[src/rtl/shift_exec_stage.sv]
// shift_exec_stage: two-stage pipelined SLL/SRL/SRA unit with valid/ready flow control.
// S1 registers the operands, S2 registers the shifted result and rd.
module shift_exec_stage #(
    parameter int DATA_W  = 32,
    parameter int SHAMT_W = $clog2(DATA_W),
    parameter int RD_W    = 5
) (
    input  logic               i_clk,
    input  logic               i_rst_n,
    input  logic               i_flush,
    input  logic               i_valid,
    output logic               o_ready,
    input  logic [1:0]         i_op,
    input  logic [DATA_W-1:0]  i_rs1_data,
    input  logic [SHAMT_W-1:0] i_shamt,
    input  logic [RD_W-1:0]    i_rd_addr,
    output logic               o_valid,
    input  logic               i_ready,
    output logic [DATA_W-1:0]  o_result,
    output logic [RD_W-1:0]    o_rd_addr
);
    logic                      s1_valid_q, s1_valid_d, s2_valid_q, s2_valid_d;
    logic [1:0]                s1_op_q;
    logic [DATA_W-1:0]         s1_data_q, s2_res_q, shift_res;
    logic signed [DATA_W-1:0]  sra_res;
    logic [SHAMT_W-1:0]        s1_shamt_q;
    logic [RD_W-1:0]           s1_rd_q, s2_rd_q;
    logic                      s2_adv, s1_adv, accept;

    assign s2_adv  = !s2_valid_q || i_ready;
    assign s1_adv  = s1_valid_q && s2_adv;
    assign o_ready = !s1_valid_q || s2_adv;
    assign accept  = i_valid && o_ready && !i_flush;

    // kept as its own signed net so the arithmetic shift is not demoted to logical
    assign sra_res = $signed(s1_data_q) >>> s1_shamt_q;

    always_comb begin
        shift_res  = s1_op_q == 2'b00 ? s1_data_q << s1_shamt_q :
                     s1_op_q == 2'b01 ? s1_data_q >> s1_shamt_q :
                     s1_op_q == 2'b11 ? DATA_W'(sra_res) : '0;
        s1_valid_d = i_flush ? 1'b0 : accept ? 1'b1 : s1_adv ? 1'b0 : s1_valid_q;
        s2_valid_d = i_flush ? 1'b0 : s1_adv ? 1'b1 : i_ready ? 1'b0 : s2_valid_q;
    end

    always_ff @(posedge i_clk or negedge i_rst_n) begin
        if (!i_rst_n) begin
            s1_valid_q <= 1'b0;
            s2_valid_q <= 1'b0;
            s1_op_q    <= '0;
            s1_data_q  <= '0;
            s1_shamt_q <= '0;
            s1_rd_q    <= '0;
            s2_res_q   <= '0;
            s2_rd_q    <= '0;
        end else begin
            s1_valid_q <= s1_valid_d;
            s2_valid_q <= s2_valid_d;
            if (accept) begin
                s1_op_q    <= i_op;
                s1_data_q  <= i_rs1_data;
                s1_shamt_q <= i_shamt;
                s1_rd_q    <= i_rd_addr;
            end
            if (s1_adv && !i_flush) begin
                s2_res_q <= shift_res;
                s2_rd_q  <= s1_rd_q;
            end
        end
    end

    assign o_valid   = s2_valid_q;
    assign o_result  = s2_res_q;
    assign o_rd_addr = s2_rd_q;
endmodule
[config.mk]
export PLATFORM = sky130hd
export DESIGN_NAME = shift_exec_stage
export DESIGN_NICKNAME = d
export VERILOG_FILES = /design/src/rtl/shift_exec_stage.sv
export SDC_FILE = /design/constraint.sdc
export NUM_CORES = 1
export LEC_CHECK = 0
export ABC_AREA = 1
export CORE_MARGIN = 3
export CORE_UTILIZATION = 45
export DETAILED_ROUTE_END_ITERATION = 16
export PLACE_DENSITY = 0.7
export SLEW_MARGIN = 20
export SYNTH_ARGS = -nofsm -noshare
export SYNTH_HDL_FRONTEND = slang
export SYNTH_SLANG_ARGS = --single-unit
[constraint.sdc]
create_clock -name i_clk -period 1.55 [get_ports i_clk]
set_input_delay 0.155 -clock i_clk [delete_from_list [all_inputs] [get_ports i_clk]]
set_output_delay 0.155 -clock i_clk [all_outputs]
set_load 0.05 [all_outputs]
; ---- Word level (Yosys, flattened, before mapping)
; Cells that the tools add are included.
[totals]
register_bits = 83
out_inout_bits = 39
word_cells = 34
[op_classes]
n_eq_ne = 2
shift = 3
muxes = 9
reduce_logical = 12
[op_table]
columns = operator, count
row1 = 2-to-1 mux 32 bit, 3
row2 = left shift 32 x 5 -> 32 bit, 1
row3 = >> shifter 32 x 5 -> 32 bit, 1
row4 = >>> shifter 32 x 5 -> 32 bit, 1
row5 = 2-to-1 mux 1 bit, 6
row6 = nonzero test 3 bit, 2
row7 = logical AND 1 bit, 4
row8 = zero test 1 bit, 3
row9 = "== test 2 x 1 -> 1 bit, second input constant", 1
row10 = "== test 2 bit, second input constant", 1
row11 = zero test 2 bit, 1
row12 = logical OR 1 bit, 2

; ---- Longest topological paths before layout
; Gate-level depths: netlist (run 1).
[logic_depth]
ltp_word = 7
ltp_mapped = 16
ltp_nobuf = 15

; ---- Least setup slack after synthesis (run 1)
; OpenSTA, ideal clock, no wires.
[synth_timing]
path_kind = register to register
startpoint = register s2_valid_q, in the netlist o_valid
endpoint = register s1_data_q[0]
arrival_ps = 1984
required_ps = 1425
path_slack_ps = -558
stages_incl_launch_ff = 7
n_path_buf = 1
period_less_slack_ps = 2108
cell_sequence = dfrtp_1 inv_1 nor2_1 nand2_1 nand2_1 buf_2 mux2_2
[synth_via]
elab_chain_cells = 5
[synth_rtl]
columns = element, line_no
row1 = "start, declared", 22  ; logic s1_valid_q, s1_valid_d, s2_valid_q, s2_valid_d;
row2 = "start signal, assigned", 58  ; s2_valid_q <= s2_valid_d;
row3 = zero test 1 bit, 30  ; assign s2_adv = !s2_valid_q || i_ready;
row4 = logical OR 1 bit, 30
row5 = logical OR 1 bit, 32  ; assign o_ready = !s1_valid_q || s2_adv;
row6 = via o_ready, 12  ; output logic o_ready,
row7 = logical AND 1 bit (2 in a row), 33  ; assign accept = i_valid && o_ready && !i_flush;
row8 = "end signal, assigned", 61  ; s1_data_q <= i_rs1_data;
row9 = "end, declared", 24  ; logic [DATA_W-1:0] s1_data_q, s2_res_q, shift_res;
; The timed path passes the listed nets, and every way through them passes these cells.
; A chain may end at the register's enable or synchronous reset.

; ---- Final worst setup path (run 1)
[layout_timing]
startpoint = register s1_shamt_q[0]
endpoint = register s2_res_q[12], in the netlist o_result[12]
[layout_via]
elab_chain_cells = 4
word_cells_on_any_way = 6
cone_classes = shift: 3 / mux: 3
[layout_rtl]
columns = element, line_no
row1 = "start, declared", 26  ; logic [SHAMT_W-1:0] s1_shamt_q;
row2 = "start signal, assigned", 62  ; s1_shamt_q <= i_shamt;
row3 = >>> shifter 32 x 5 -> 32 bit, 36  ; assign sra_res = $signed(s1_data_q) >>> s1_shamt_q;
row4 = 2-to-1 mux 32 bit, 41  ; s1_op_q == 2'b11 ? DATA_W'(sra_res) : '0;
row5 = 2-to-1 mux 32 bit, 40  ; s1_op_q == 2'b01 ? s1_data_q >> s1_shamt_q :
row6 = 2-to-1 mux 32 bit *, 39  ; shift_res = s1_op_q == 2'b00 ? s1_data_q << s1_shamt_q :
row7 = "end signal, assigned", 66  ; s2_res_q <= shift_res;
row8 = "end, declared", 24
; Every way passes the cells marked *; elsewhere a longest branch is shown, timed or not.

==> results.cfg, run 1 <==
[logic_synthesis]
synth_compound_area_share_pct = 9.90
syn_nets = 1078
syn_area_um2 = 6650
synthAdderAreaFrac_pct = 0
synth_xor_area_share_pct = 0
ys_warn_count = 0
synthCells = 1029
postSynthRegisterBits = 83
synth-simple-area-share_pct = 45.5
synth.distinct_cells = 36
synth_top_family_by_area = simple AND/OR/NAND/NOR gates
ys_seq_area_share_pct = 31.2
synth_mux_area_share_pct = 5.08
avgSynthCellArea_um2 = 6.46

[setup_path]
crit_fanout = 6
end_kind = flop
cp-startpoint = s1_shamt_q[0]
cp.required_ns = 1.80
reg2reg_depth = 12
cp.arrival_ns = 2.10
reg2reg_from = s1_shamt_q[0]
critPathKind = flop to flop
start_kind = flop

[routing]
wl_per_cell_um = 19.8
route.vias.total = 8385
via_per_inst = 5.92
firstDrtPassIters = 5
drc = 0
drt_iter0_drc = 870
ant_nets = 0
wl_um = 28000

[layout]
layout_common_cells = nand2_1 (211), buf_4 (177), nand3_1 (163), nand3_2 (108), dfrtp_1 (80)
final_cell_area_um2 = 10300
utilization_pct = 72.8
mostFrequentLayoutCell = nand2_1
antenna_cells = 0
nets = 1281
areaGrowthSynthToFinish_pct = 54.9
drive_above_1_share_pct = 42.2

[timing]
timing.final.ws_setup_ns = -0.304
skew_ns = 0.0102
timing.hold.ws_ns = 0.215
period_share_pct = 120
slew_violations = 0
finalSetupViolations = 32
hold_viol = 0
relSlewSlack_pct = 74.4
post-route-min-period_ns = 1.85
rsz0062_at_grt = yes
worst_slew_pin_slew_ns = 0.382
max_freq_mhz = 539

[floorplan]
start_util_pct = 47.0
die_h_um = 128
fp.dieW_um = 128
num_rows = 43
core_region_area_um2 = 14100
io_pins = 88
dieArea_um2 = 16300

[power_and_ir_drop]
p_per_area_nw_per_um2 = 1200
p_leak_nw = 4.89
ir_drop_uv = 832

[clock_network]
clock-sinks = 83
cts.reportedPaths.clkPinSlew_ns = 0.07
h-tree-depth = 3
cts_tree = yes
clock_path_buffers = 2
cts-root-buf = clkbuf_16
clkLatencyLatePin_ns = 0.36
cts_buffers = 9

[place]
io_buffers = 87
hpwl_um = 20100
placed_cell_area_um2 = 8750
gp_congestion = 0.973

[global_route]
grt_overflow = 0
grt_pass1_vias = 8092
antenna_found_initial = 0
grtUsageTotal_pct = 33.9
grt_pass1_wl_um = 43100
grt_max_degree = 49

[outcome]
outcome = complete, but fails checks
violations = negative setup slack

[worst_hold_path]
hp-class = input pin to asynchronous set/reset pin

[job]
maxCapViolCount = 0
-- metrics by stage --
step | setup WS [ns] | instances | total power, mW | setup TNS, ns
2_1_floorplan | -0.0629 | 1029 | 6.65 | -1.51
3_3_place_gp | -0.485 | 1390 | 9.06 | -11.51
3_5_place_dp | -0.451 | 1390 | 9.10 | -13.06
4_1_cts | -0.239 | 1416 | 11.9 | -6.14
5_1_grt | -0.415 | 1417 | 13.0 | -10.83
6_report | -0.304 | 1417 | 12.4 | -7.89
-- synthesized netlist by cell type --
cell / number / area [um^2]
o21ai_1: 12 / 60.1
buf_12: 1 / 20.0
inv_1: 43 / 161
buf_8: 1 / 15.0
nand3_2: 1 / 10.0
a21oi_1: 45 / 225
o211ai_1: 19 / 143
and2_1: 8 / 50.1
a21boi_2: 2 / 22.5
inv_6: 1 / 8.76
a31oi_1: 3 / 18.8
nor2_1: 83 / 312
nand3_1: 273 / 1370
a21oi_2: 5 / 43.8
or2_1: 1 / 6.26
buf_2: 35 / 175
dfrtp_1: 83 / 2080
buf_4: 3 / 22.5
a21boi_0: 1 / 7.51
nand2_1: 293 / 1100
mux2_2: 30 / 338
nand2_2: 4 / 25.0
nor3_2: 1 / 10.0
buf_1: 11 / 41.3
o21a_1: 1 / 7.51
nand4_1: 9 / 56.3
clkbuf_2: 1 / 5.00
o21ai_0: 26 / 130
clkbuf_1: 11 / 41.3
buf_6: 4 / 45.0
or2_2: 5 / 31.3
nor2_2: 4 / 25.0
nor3_1: 3 / 15.0
nand3b_1: 1 / 7.51
nor2_4: 1 / 11.3
inv_2: 4 / 15.0
-- state kept, by name, indices dropped and copies added (netlist names) --
name	count
o_rd_addr	5
o_result	32
o_valid	1
s1_data_q	32
s1_op_q	2
s1_rd_q	5
s1_shamt_q	5
s1_valid_q	1
-- per-layer routing --
layer,GRT usage [%],part of all wire [%],up-vias
li1,-,-,3882
met1,43.8,41,3998
met2,54.5,47,400
met3,6.98,7.6,105
met4,15.2,4.5,0
met5,0,0,-
-- path summary, 6_finish.rpt --
path,endpoint,slack [ns]
max in group asynchronous,o_valid,0.76
min in group i_clk,s1_valid_q,0.35
setup reg to reg,o_result[12],-0.30
setup / recovery,o_result[12],-0.30
hold reg to reg,o_result[14],0.48
hold / removal,s1_data_q[15],0.22
-- timing repair --
| item | CTS | global route |
|---|---|---|
| endpoints found under the setup margin | 32 | 42 |
| cloned | 5 | 0 |
| setup buffers | 4 | 1 |
| pin swaps | 41 | 32 |
| resized for setup | 185 | 112 |
| hold endpoints to repair | 21 | 0 |
| hold buffers | 1 | 0 |
-- where the power goes --
| group | leakage (nW) | switching, mW | internal (mW) |
|---|---|---|---|
| logic | 3.80 | 4.51 | 2.78 |
| registers | 0.963 | 0.414 | 2.60 |
| clock network | 0.129 | 0.961 | 1.13 |
| total | 4.89 | 5.88 | 6.51 |
-- cell type report --
cell class	count	area, um^2
multi-input combinational	831	5140
fill	1173	3850
timing repair buffer	256	2340
sequential	83	2080
clock buffer	12	246
tap	180	225
inverter	48	193
timing repair inverter	3	45.0
clock inverter	4	28.8
-- kinds of logic (layout without fill, tap and decap cells) --
kind of cell           count (synthesis)  count (layout)
AOI/OAI and AO/OA                    114             114
muxes                                 30              30
buffers and inverters                115             323
DFF                                   83              83
and+or+nand+nor                      687             687
-- critical path, stage by stage, from the launching register on --
cell      delay, ns
dfrtp_2        0.46
buf_6          0.16
buf_16         0.15
nand2_4        0.07
and2_4         0.14
buf_4          0.09
nand2_1        0.05
o211ai_1       0.12
nand2_1        0.11
a21oi_2        0.16
nand3_2        0.10
nand3_2        0.07
nand2_1        0.05
Note: power is estimated with default switching activity, not from simulation.
==> inputs of run 2 (changes only) <==
--- a/config.mk
+++ b/config.mk
@@ -8,6 +8,7 @@
 export ABC_AREA = 1
 export CORE_MARGIN = 3
 export CORE_UTILIZATION = 45
+export CTS_CLUSTER_SIZE = 30
 export DETAILED_ROUTE_END_ITERATION = 16
 export PLACE_DENSITY = 0.7
 export SLEW_MARGIN = 20
==> results of run 2 <==
The final DEF is identical to that of run 1; final timing and power are the same.
